===== src/rtl/hit_judge_array.sv =====
// hit_judge_array: per-lane press edge detection with lockout, hit-window grading,
// lowest-lane-first judgement emission, and combo / max-combo tracking.
module hit_judge_array #(
    parameter int LANES      = 4,
    parameter int LANE_W     = 16,
    parameter int DEB_CYCLES = 10,
    parameter int COMBO_W    = 8,
    localparam int LW        = (LANES > 1) ? $clog2(LANES) : 1
) (
    input  logic                    system_clk,
    input  logic                    rst,
    input  logic                    run,
    input  logic [LANES-1:0]        button,
    input  logic [LANES*LANE_W-1:0] channel,
    output logic                    out_valid,
    output logic [LW-1:0]           out_lane,
    output logic [1:0]              out_grade,
    output logic [COMBO_W-1:0]      combo,
    output logic [COMBO_W-1:0]      max_combo
);
    localparam int CW = $clog2(DEB_CYCLES + 1);

    logic [LANES-1:0]   prev_button, pending, accept, hit, clear;
    logic [CW-1:0]      lock_cnt [LANES];
    logic [1:0]         grade [LANES];
    logic [3:0]         win [LANES];
    logic [LW-1:0]      sel;
    logic [COMBO_W-1:0] combo_next;

    // A press that is accepted with a non-one-hot window still locks the lane (ghost press).
    for (genvar g = 0; g < LANES; g++) begin : g_lane
        assign win[g]    = channel[g*LANE_W + LANE_W - 4 +: 4];
        assign accept[g] = run && button[g] && !prev_button[g] && lock_cnt[g] == '0;
        assign hit[g]    = accept[g] && (win[g] == 4'b0001 || win[g] == 4'b0010 ||
                                         win[g] == 4'b0100 || win[g] == 4'b1000);
    end

    always_comb begin
        sel = '0;
        for (int i = LANES - 1; i >= 0; i--)
            if (pending[i]) sel = LW'(i);
        clear      = (|pending) ? (LANES'(1) << sel) : '0;
        combo_next = (grade[sel] == 2'b00) ? '0 : (&combo) ? combo : combo + 1'b1;
    end

    always_ff @(posedge system_clk) begin
        if (rst) begin
            prev_button <= '0;
            pending     <= '0;
            out_valid   <= 1'b0;
            out_lane    <= '0;
            out_grade   <= 2'b01;
            combo       <= '0;
            max_combo   <= '0;
            for (int i = 0; i < LANES; i++) begin
                lock_cnt[i] <= '0;
                grade[i]    <= '0;
            end
        end else begin
            prev_button <= button;
            pending     <= (pending & ~clear) | hit;
            out_valid   <= |pending;
            for (int i = 0; i < LANES; i++) begin
                if (accept[i])
                    lock_cnt[i] <= CW'(DEB_CYCLES);
                else if (run && lock_cnt[i] != '0)
                    lock_cnt[i] <= lock_cnt[i] - 1'b1;
                if (hit[i])
                    grade[i] <= {win[i][3] | win[i][2], win[i][3] | win[i][1]};
            end
            if (|pending) begin
                out_lane  <= sel;
                out_grade <= grade[sel];
                combo     <= combo_next;
                if (combo_next > max_combo)
                    max_combo <= combo_next;
            end
        end
    end
endmodule


===== config.mk =====
export PLATFORM = sky130hd
export DESIGN_NAME = hit_judge_array
export DESIGN_NICKNAME = d
export VERILOG_FILES = /design/src/rtl/hit_judge_array.sv
export SDC_FILE = /design/constraint.sdc
export NUM_CORES = 1
export LEC_CHECK = 0
export BUFFER_PORTS_ARGS = -buffer_cell sky130_fd_sc_hd__buf_2
export CAP_MARGIN = 20
export CORE_ASPECT_RATIO = 0.8
export CORE_MARGIN = 2
export CORE_UTILIZATION = 40
export DETAILED_ROUTE_END_ITERATION = 6
export PLACE_DENSITY = 0.69
export REMOVE_ABC_BUFFERS = 1
export SKIP_LAST_GASP = 1
export SYNTH_ARGS = -nofsm -noshare
export SYNTH_HDL_FRONTEND = slang
export SYNTH_SLANG_ARGS = --single-unit

===== constraint.sdc =====
create_clock -name system_clk -period 6.9 [get_ports system_clk]
set_input_delay 1.38 -clock system_clk [delete_from_list [all_inputs] [get_ports system_clk]]
set_output_delay 1.38 -clock system_clk [all_outputs]
set_load 0.01 [all_outputs]

==> results.sh, run 1 <==
export IMPL_final_hold_violation_count=0
export IMPL_min_delay_path_depth=2
export IMPL_final_util_pct=45.42
export IMPL_antenna_found_initial=0
export IMPL_synth_async_reset_ratio_pct=0
export IMPL_cp_start_kind="flop"
export IMPL_cp_data_required_time_ns=7.11
export IMPL_place_congestion=0.8218
export IMPL_clockBufferDepth=2
export IMPL_hpwl_um=4679
export IMPL_cp_num_cells=12
export IMPL_dieHeight_um=81.06
export IMPL_path_cells="ha_1 -> nand4_1 -> or2_2 -> nand3_1 -> o211ai_1 -> inv_1 -> ha_1 -> a211o_1 -> a21oi_1 -> nand3_1 -> and2_4 -> o31ai_2"
export IMPL_drtAntennaViolNets=0
export IMPL_postCtsSetupBuffers=0
export IMPL_wl_um=6394
export IMPL_yosys_area_top_type="edfxtp_1"
export IMPL_synth_edf_count=24
export IMPL_ctsResizeCount=0
export IMPL_dieWidth_um=100.3
export IMPL_grt_max_degree=25
export IMPL_ctsRootBufferMaster="clkbuf_8"
export IMPL_synth_area_leaders="edfxtp_1 24%, dfxtp_1 20%, ha_1 6.7%, nand2_1 6.2%, nor2_1 4.0%"
export IMPL_syn_area_um2=2969
export IMPL_rsz0062_at_grt="no"
export IMPL_cp_arrival_ns=3.45
export IMPL_dr_pass1_iters=4
export IMPL_hp_class="flop to flop"
export IMPL_io_buffers=43
export IMPL_routedWlPerCell_um=13.78
export IMPL_avgViaCountPerCell=5.461
export IMPL_vdd_ir_drop_max_uv=97.63
export IMPL_cts_sink_count=53
export IMPL_ys_ff_latch=53
export IMPL_maxCapViolCount=0
export IMPL_cp_end_kind="flop"
export IMPL_synth_warnings=0
export IMPL_globalRouteOverflowTotal=0
export IMPL_max_freq_mhz=308.7
export IMPL_power_density_nw_per_um2=190.5
export IMPL_cts_buffers=5
export IMPL_worst_path_largest_cell_delay_ns=0.46
export IMPL_reg2regPathDepth=12
export IMPL_dieArea_um2=8132
export IMPL_grt_pass1_wl_um=10740
export IMPL_drc=0
export IMPL_nets=460
export IMPL_grt_total_usage_pct=16.26
export IMPL_drive_above_1_share_pct=16.31
export IMPL_start_util_pct=40.75
export IMPL_slowest_stage="dfxtp_1"
export IMPL_synth_distinct_cells=47
export IMPL_setup_viol_count_final=0
export IMPL_fp_row_count=28
export IMPL_cts_hold_fix_buffers=0
export IMPL_worstMarginPinSlew_ns=0.8482
export IMPL_drv_slew=0
export IMPL_synthCells=335
export IMPL_mostFrequentLayoutCells="49 x nand2_1, 43 x buf_2, 32 x nor2_1"
export IMPL_synth_ff_type="dfxtp_1"
export IMPL_power_leakage_nw=1.366
export IMPL_syn_to_final_growth_pct=11.46
export IMPL_clk_latency_ns=0.30
export IMPL_cp_num_buf_inv=1
export IMPL_final_common_cell="nand2_1"
export IMPL_postSynthAreaPerCell_um2=8.863
export IMPL_fin_tns_setup_ns=0
export IMPL_ys_seq_area_share_pct=43.83
export IMPL_yosysTopAreaCellShare_pct=24.27
export IMPL_critical_path_top_delay_family="simple AND/OR/NAND/NOR gates"
export IMPL_cts_max_level=2
export IMPL_crit_fanout=8
export IMPL_core_area_um2=7287
export IMPL_skew_ns=0.002631
export IMPL_drtIter0Drc=109
export IMPL_grt_pass1_vias=2319
export IMPL_ioPinCount=92
export IMPL_num_vias=2534
export IMPL_run_status="completed"
export IMPL_diodes=0
export IMPL_relSlewSlack_pct=43.33
export IMPL_period_share_pct=46.95
export IMPL_path_clk_slew_ns=0.10
export IMPL_period_minus_slack_ns=3.239
export IMPL_critPathKind="flop to flop"
export IMPL_cts_tree="yes"
export IMPL_fillers=704
sequential cells by signal, indices dropped and copies added (netlist names):
name	count
grade	8
lock_cnt	16
max_combo	8
out_lane	2
prev_button	4
out_grade	2
pending	4
combo	8
out_valid	1
per-stage QoR:
stage               instance area (µm²)  instances  power (mW)  setup WS, ns  hold slack (ns)
global route                       3309        464      0.6640         3.371           0.5112
finish                             3309        464      0.6303         3.661           0.4967
global placement                   3227        456      0.4604         3.836           0.4747
CTS                                3309        464      0.6349         3.764           0.4926
detailed placement                 3227        456      0.4645         3.778           0.4767
floorplan                          2899        323      0.4335         4.160           0.4981
cells in the mapped netlist (7+ instances only):
library cell	instances
nand2_1	49
ha_1	16
a21oi_1	16
nand3_1	11
edfxtp_1	24
nor2_1	32
nand4_1	7
o22ai_1	9
o21ai_0	16
nor2b_1	8
inv_1	25
nor3_1	11
dfxtp_1	29
layout make-up:
type	instances	area, µm²	area share (%)
clock buffer	6	72.57	2.193
clock inverter	2	10.01	0.3025
inverter	25	93.84	2.836
multi-input combinational	245	1504	45.44
sequential	53	1301	39.32
tap	90	112.6	3.403
timing repair buffer	43	215.2	6.503
power breakdown:
| group | leakage [nW] | total [mW] | internal [mW] | switching [mW] |
|---|---|---|---|---|
| combinational | 0.832 | 0.0971 | 0.0395 | 0.0576 |
| clock | 0.0450 | 0.172 | 0.0707 | 0.102 |
| sequential | 0.489 | 0.361 | 0.349 | 0.0121 |
path summary, 6_finish.rpt:
kind	to	slack [ns]	startpoint
worst min register to register	max_combo[3]	0.50	max_combo[3]
worst max-delay path	max_combo[1]	3.66	combo[0]
worst max register to register	max_combo[1]	3.66	combo[0]
worst min-delay path	max_combo[3]	0.50	max_combo[3]
per-layer routing:
| layer | global-route usage (%) | wire [µm] | up-vias |
|---|---|---|---|
| met1 | 23.12 | 3193 | 1193 |
| met4 | 3.973 | 63 | 0 |
| met2 | 26.11 | 2821 | 63 |
| li1 | - | - | 1271 |
| met3 | 2.496 | 315 | 7 |
| met5 | 0 | 0 | - |
logic make-up after synthesis:
logic type	after synthesis	synth area share, %
flip-flops	53	43.83
AO/OA/AOI/OAI	75	17.45
AND/OR/NAND/NOR	143	23.22
buffers and inverters	37	5.520
adder cells (fa/ha/maj)	16	6.742
XOR/XNOR	11	3.245
tightest hold or removal path: stages (launching register included):
cell and delay (ns):
dfxtp_1 0.34, nand2_1 0.06, o22ai_1 0.06
Note: power is estimated with default switching activity, not from simulation.
==> run 2, diff against run 1 <==
Settings changed: PLACE_DENSITY 0.69 to 0.71.
Clock period 6.9 ns to 2.9 ns, I/O delays scaled along.
==> results.sh, run 2 (same netlist as run 1, synthesis figures left out) <==
export IMPL_run_status="completed"
export IMPL_drc=0
export IMPL_final_hold_violation_count=0
export IMPL_cts_hold_fix_buffers=0
export IMPL_drtAntennaViolNets=0
export IMPL_largest_reg_flops=16
export IMPL_cts_max_level=2
export IMPL_core_area_um2=7287
export IMPL_maxCapViolCount=0
export IMPL_grt_pass1_wl_um=10510
export IMPL_final_common_cell="nand2_1"
export IMPL_cp_end_kind="flop"
export IMPL_drive_above_1_share_pct=24.26
export IMPL_routedWlPerCell_um=13.18
export IMPL_diodes=0
export IMPL_cts_tree="yes"
export IMPL_hold_worst_slack_ns=0.4906
export IMPL_dieWidth_um=100.3
export IMPL_critPathKind="flop to flop"
export IMPL_hp_class="flop to flop"
export IMPL_cp_start_kind="flop"
export IMPL_multi_input_area_um2=1548
export IMPL_relSlewSlack_pct=72.02
export IMPL_dieHeight_um=81.06
export IMPL_ioPinCount=92
export IMPL_critical_path_top_delay_family="compound AO/OA/AOI/OAI gates"
export IMPL_grt_pass1_vias=2292
export IMPL_nets=490
export IMPL_clockBufferDepth=2
export IMPL_power_density_nw_per_um2=422.8
export IMPL_cts_sink_count=53
export IMPL_met3_usage_pct=3.614
export IMPL_grt_total_usage_pct=16.26
export IMPL_path_cells="nand3b_1 -> a41o_1 -> nand3_1 -> o211ai_1 -> inv_1 -> ha_1 -> a211o_1 -> a21oi_2 -> nand3_2 -> and2_4 -> o31ai_2"
export IMPL_drtIter0Drc=77
export IMPL_vdd_ir_drop_max_uv=196.1
export IMPL_largest_register="lock_cnt"
export IMPL_skew_ns=0.005564
export IMPL_worstMarginPinSlew_ns=0.4166
export IMPL_syn_to_final_growth_pct=20.65
export IMPL_ctsRootBufferMaster="clkbuf_8"
export IMPL_crit_fanout=9
export IMPL_grt_busiest_layer="met2"
export IMPL_globalRouteOverflowTotal=0
export IMPL_fp_row_count=28
export IMPL_ff_latch_area_um2=1301
export IMPL_met1_usage_pct=23.07
export IMPL_fillers=710
export IMPL_power_leakage_nw=1.518
export IMPL_start_util_pct=40.75
export IMPL_path_clk_slew_ns=0.10
export IMPL_cp_arrival_ns=2.95
export IMPL_drv_slew=0
export IMPL_use_met2_pct=25.57
export IMPL_cts_buffers=5
export IMPL_dieArea_um2=8132
export IMPL_hpwl_um=4968
export IMPL_fin_tns_setup_ns=0
export IMPL_wl_um=6511
export IMPL_mostFrequentLayoutCells="49 x nand2_1, 43 x buf_2, 32 x nor2_1"
export IMPL_period_share_pct=94.25
export IMPL_antenna_found_initial=0
export IMPL_worst_path_largest_cell_delay_ns=0.50
export IMPL_clk_latency_ns=0.30
export IMPL_cp_num_buf_inv=1
export IMPL_slowest_stage="dfxtp_1"
export IMPL_period_minus_slack_ns=2.733
export IMPL_max_freq_mhz=365.9
export IMPL_avgViaCountPerCell=5.192
export IMPL_cp_data_required_time_ns=3.12
export IMPL_dr_pass1_iters=4
export IMPL_setup_viol_count_final=0
export IMPL_num_vias=2565
export IMPL_place_congestion=0.7838
export IMPL_grt_max_degree=17
export IMPL_io_buffers=43
run 2: timing repair:
item | 4_1_cts | 5_1_grt
buffers inserted | 0 | 1
endpoints found under the setup margin | 0 | 8
gates resized for setup | 0 | 8
run 2: worst paths after layout:
check | startpoint | endpoint | slack [ns] | cells after the start
setup / recovery | pending[2] | max_combo[1] | 0.17 | 11
hold reg to reg | max_combo[2] | max_combo[2] | 0.49 | 2
setup reg to reg | pending[2] | max_combo[1] | 0.17 | 11
hold / removal | max_combo[2] | max_combo[2] | 0.49 | 2
run 2: where the power goes:
part	leakage (nW)	internal (mW)	total (mW)	switching (mW)
clock network	0.0455	0.168	0.411	0.243
logic	0.984	0.105	0.246	0.142
registers	0.489	0.829	0.857	0.0279
run 2: layout make-up:
cell class / count / area share (%)
flip-flops and latches: 53 / 36.33
well taps: 90 / 3.144
clock buffers: 5 / 1.921
inverters: 25 / 2.620
clock inverters: 3 / 0.4890
repair buffers: 73 / 12.29
multi-input cells: 245 / 43.21
run 2: metrics by stage:
step                      total power [mW]  std cells  utilization (%)  setup WS (ns)  instance area (µm²)
after floorplan                      1.031        323                -         0.1602                 2899
after global placement               1.108        485            47.27         0.1138                 3445
after detailed placement             1.118        485            47.27         0.1104                 3445
after CTS                            1.526        493            48.45        0.07954                 3531
after global routing                 1.597        494            49.16      -0.008539                 3582
final                                1.514        494            49.16         0.1668                 3582
run 2: worst min-delay path, stage by stage, from the launching register on:
cell and delay [ns]:
dfxtp_1 0.33, nand2_1 0.06, o22ai_1 0.06
run 2: metal layers:
| metal | vias up | wire length, µm |
|---|---|---|
| met5 | - | 0 |
| met2 | 53 | 2804 |
| met3 | 7 | 341 |
| met1 | 1172 | 3312 |
| li1 | 1333 | - |
| met4 | 0 | 53 |
==> run 3, diff against run 2 <==
Settings changed: PLACE_DENSITY 0.71 to 0.7.
==> results.sh, run 3 (same netlist as run 1, synthesis figures left out) <==
export IMPL_io_buffers=43
export IMPL_fillers=699
export IMPL_start_util_pct=40.75
export IMPL_dieArea_um2=8132
export IMPL_period_minus_slack_ns=2.744
export IMPL_power_leakage_nw=1.470
export IMPL_cts_hold_fix_buffers=0
export IMPL_crit_start="combo[0]"
export IMPL_regToRegSetupSlack_ns=0.16
export IMPL_critPathKind="flop to flop"
export IMPL_worstMarginPinSlew_ns=0.5684
export IMPL_hp_class="flop to flop"
export IMPL_r2r_start="combo[0]"
export IMPL_drtIter0Drc=101
export IMPL_cts_tree="yes"
export IMPL_dr_pass1_iters=4
export IMPL_largest_reg_flops=16
export IMPL_period_share_pct=94.61
export IMPL_core_area_um2=7287
export IMPL_drv_slew=0
export IMPL_reg2regPathDepth=11
export IMPL_routedWlPerCell_um=13.99
export IMPL_num_vias=2569
export IMPL_drive_above_1_share_pct=23.35
export IMPL_setup_ws_ns=0.1562
export IMPL_max_freq_mhz=364.5
export IMPL_largest_register="lock_cnt"
export IMPL_final_common_cell="nand2_1"
export IMPL_cp_start_kind="flop"
export IMPL_drtAntennaViolNets=0
export IMPL_skew_ns=0.008615
export IMPL_diodes=0
export IMPL_syn_to_final_growth_pct=18.16
export IMPL_dieWidth_um=100.3
export IMPL_cts_buffers=5
export IMPL_clk_latency_ns=0.31
export IMPL_cts_sink_count=53
export IMPL_final_hold_violation_count=0
export IMPL_cp_arrival_ns=2.97
export IMPL_hpwl_um=5224
export IMPL_pre_cts_ws_ns=0.03600
export IMPL_nets=480
export IMPL_place_congestion=0.8286
export IMPL_maxCapViolCount=0
export IMPL_cts_max_level=2
export IMPL_run_status="completed"
export IMPL_grt_pass1_wl_um=10980
export IMPL_endpoint="max_combo[4]"
export IMPL_crit_fanout=8
export IMPL_dieHeight_um=81.06
export IMPL_hold_start="max_combo[2]"
export IMPL_power_mw=1.514
export IMPL_ioPinCount=92
export IMPL_cp_end_kind="flop"
export IMPL_grt_total_usage_pct=16.81
export IMPL_drc=0
export IMPL_relSlewSlack_pct=62.06
export IMPL_antenna_found_initial=0
export IMPL_avgViaCountPerCell=5.308
export IMPL_grt_max_degree=17
export IMPL_globalRouteOverflowTotal=0
export IMPL_vdd_ir_drop_max_uv=219.4
export IMPL_mostFrequentLayoutCells="49 x nand2_1, 43 x buf_2, 32 x nor2_1"
export IMPL_cp_data_required_time_ns=3.13
export IMPL_power_density_nw_per_um2=431.5
export IMPL_clockBufferDepth=2
export IMPL_fp_row_count=28
export IMPL_wl_um=6771
export IMPL_worstReg2RegEnd="max_combo[4]"
export IMPL_setup_viol_count_final=0
export IMPL_ctsRootBufferMaster="clkbuf_8"
export IMPL_grt_pass1_vias=2398
export IMPL_path_clk_slew_ns=0.10
## run 3: critical path: stages, from the launching register on
cell      delay (ns)
dfxtp_1         0.35
ha_2            0.21
nand4_1         0.16
buf_4           0.20
or3_1           0.35
a32oi_2         0.23
ha_1            0.30
nor2b_1         0.14
o211ai_1        0.18
nand3_2         0.15
and2_4          0.21
o31ai_4         0.19
## run 3: worst min path at each step
stage	depth (start not counted)	slack (ns)	to
detailed placement	2	0.48	max_combo[2]
global placement	2	0.47	max_combo[2]
finish	2	0.49	max_combo[2]
global route	2	0.48	prev_button[2]
CTS	2	0.49	max_combo[2]
floorplan	2	0.50	pending[1]
## run 3: cell type report
class                           instances  area, µm²  area share [%]
Multi-Input combinational cell        245       1544           44.01
Sequential cell                        53       1306           37.23
Clock buffer                            5      68.82           1.961
Inverter                               25      93.84           2.675
Clock inverter                          3      17.52          0.4993
Timing Repair Buffer                   63      365.4           10.41
Tap cell                               90      112.6           3.210
## run 3: routing by layer
layer	GRT usage, %	routed length (µm)	vias to the layer above
met3	3.787	335	9
met4	4.110	88	0
li1	-	-	1310
met1	23.38	3267	1191
met5	0	0	-
met2	26.71	3080	59
## run 3: metrics by stage
| step | util (%) | setup TNS [ns] | area (µm²) | cells | hold WS [ns] |
|---|---|---|---|---|---|
| floorplan | - | 0 | 2899 | 323 | 0.4981 |
| global placement | 46.24 | 0 | 3369 | 475 | 0.4747 |
| detailed placement | 46.24 | 0 | 3369 | 475 | 0.4766 |
| CTS | 47.44 | 0 | 3457 | 483 | 0.4910 |
| global route | 48.15 | -0.03783 | 3508 | 484 | 0.4793 |
| finish | 48.15 | 0 | 3508 | 484 | 0.4913 |
## run 3: repair_timing
| item | in CTS | in global routing |
|---|---|---|
| setup endpoints to repair | 1 | 8 |
| pin swaps | 0 | 5 |
| resized for setup | 1 | 11 |
| buffers inserted | 0 | 1 |
## run 3: where the power goes
group          leakage [nW]  switching [mW]  total (mW)  internal, mW
Clock                0.0439           0.242       0.409         0.167
Sequential            0.491          0.0289       0.859         0.830
Combinational         0.935           0.144       0.246         0.102
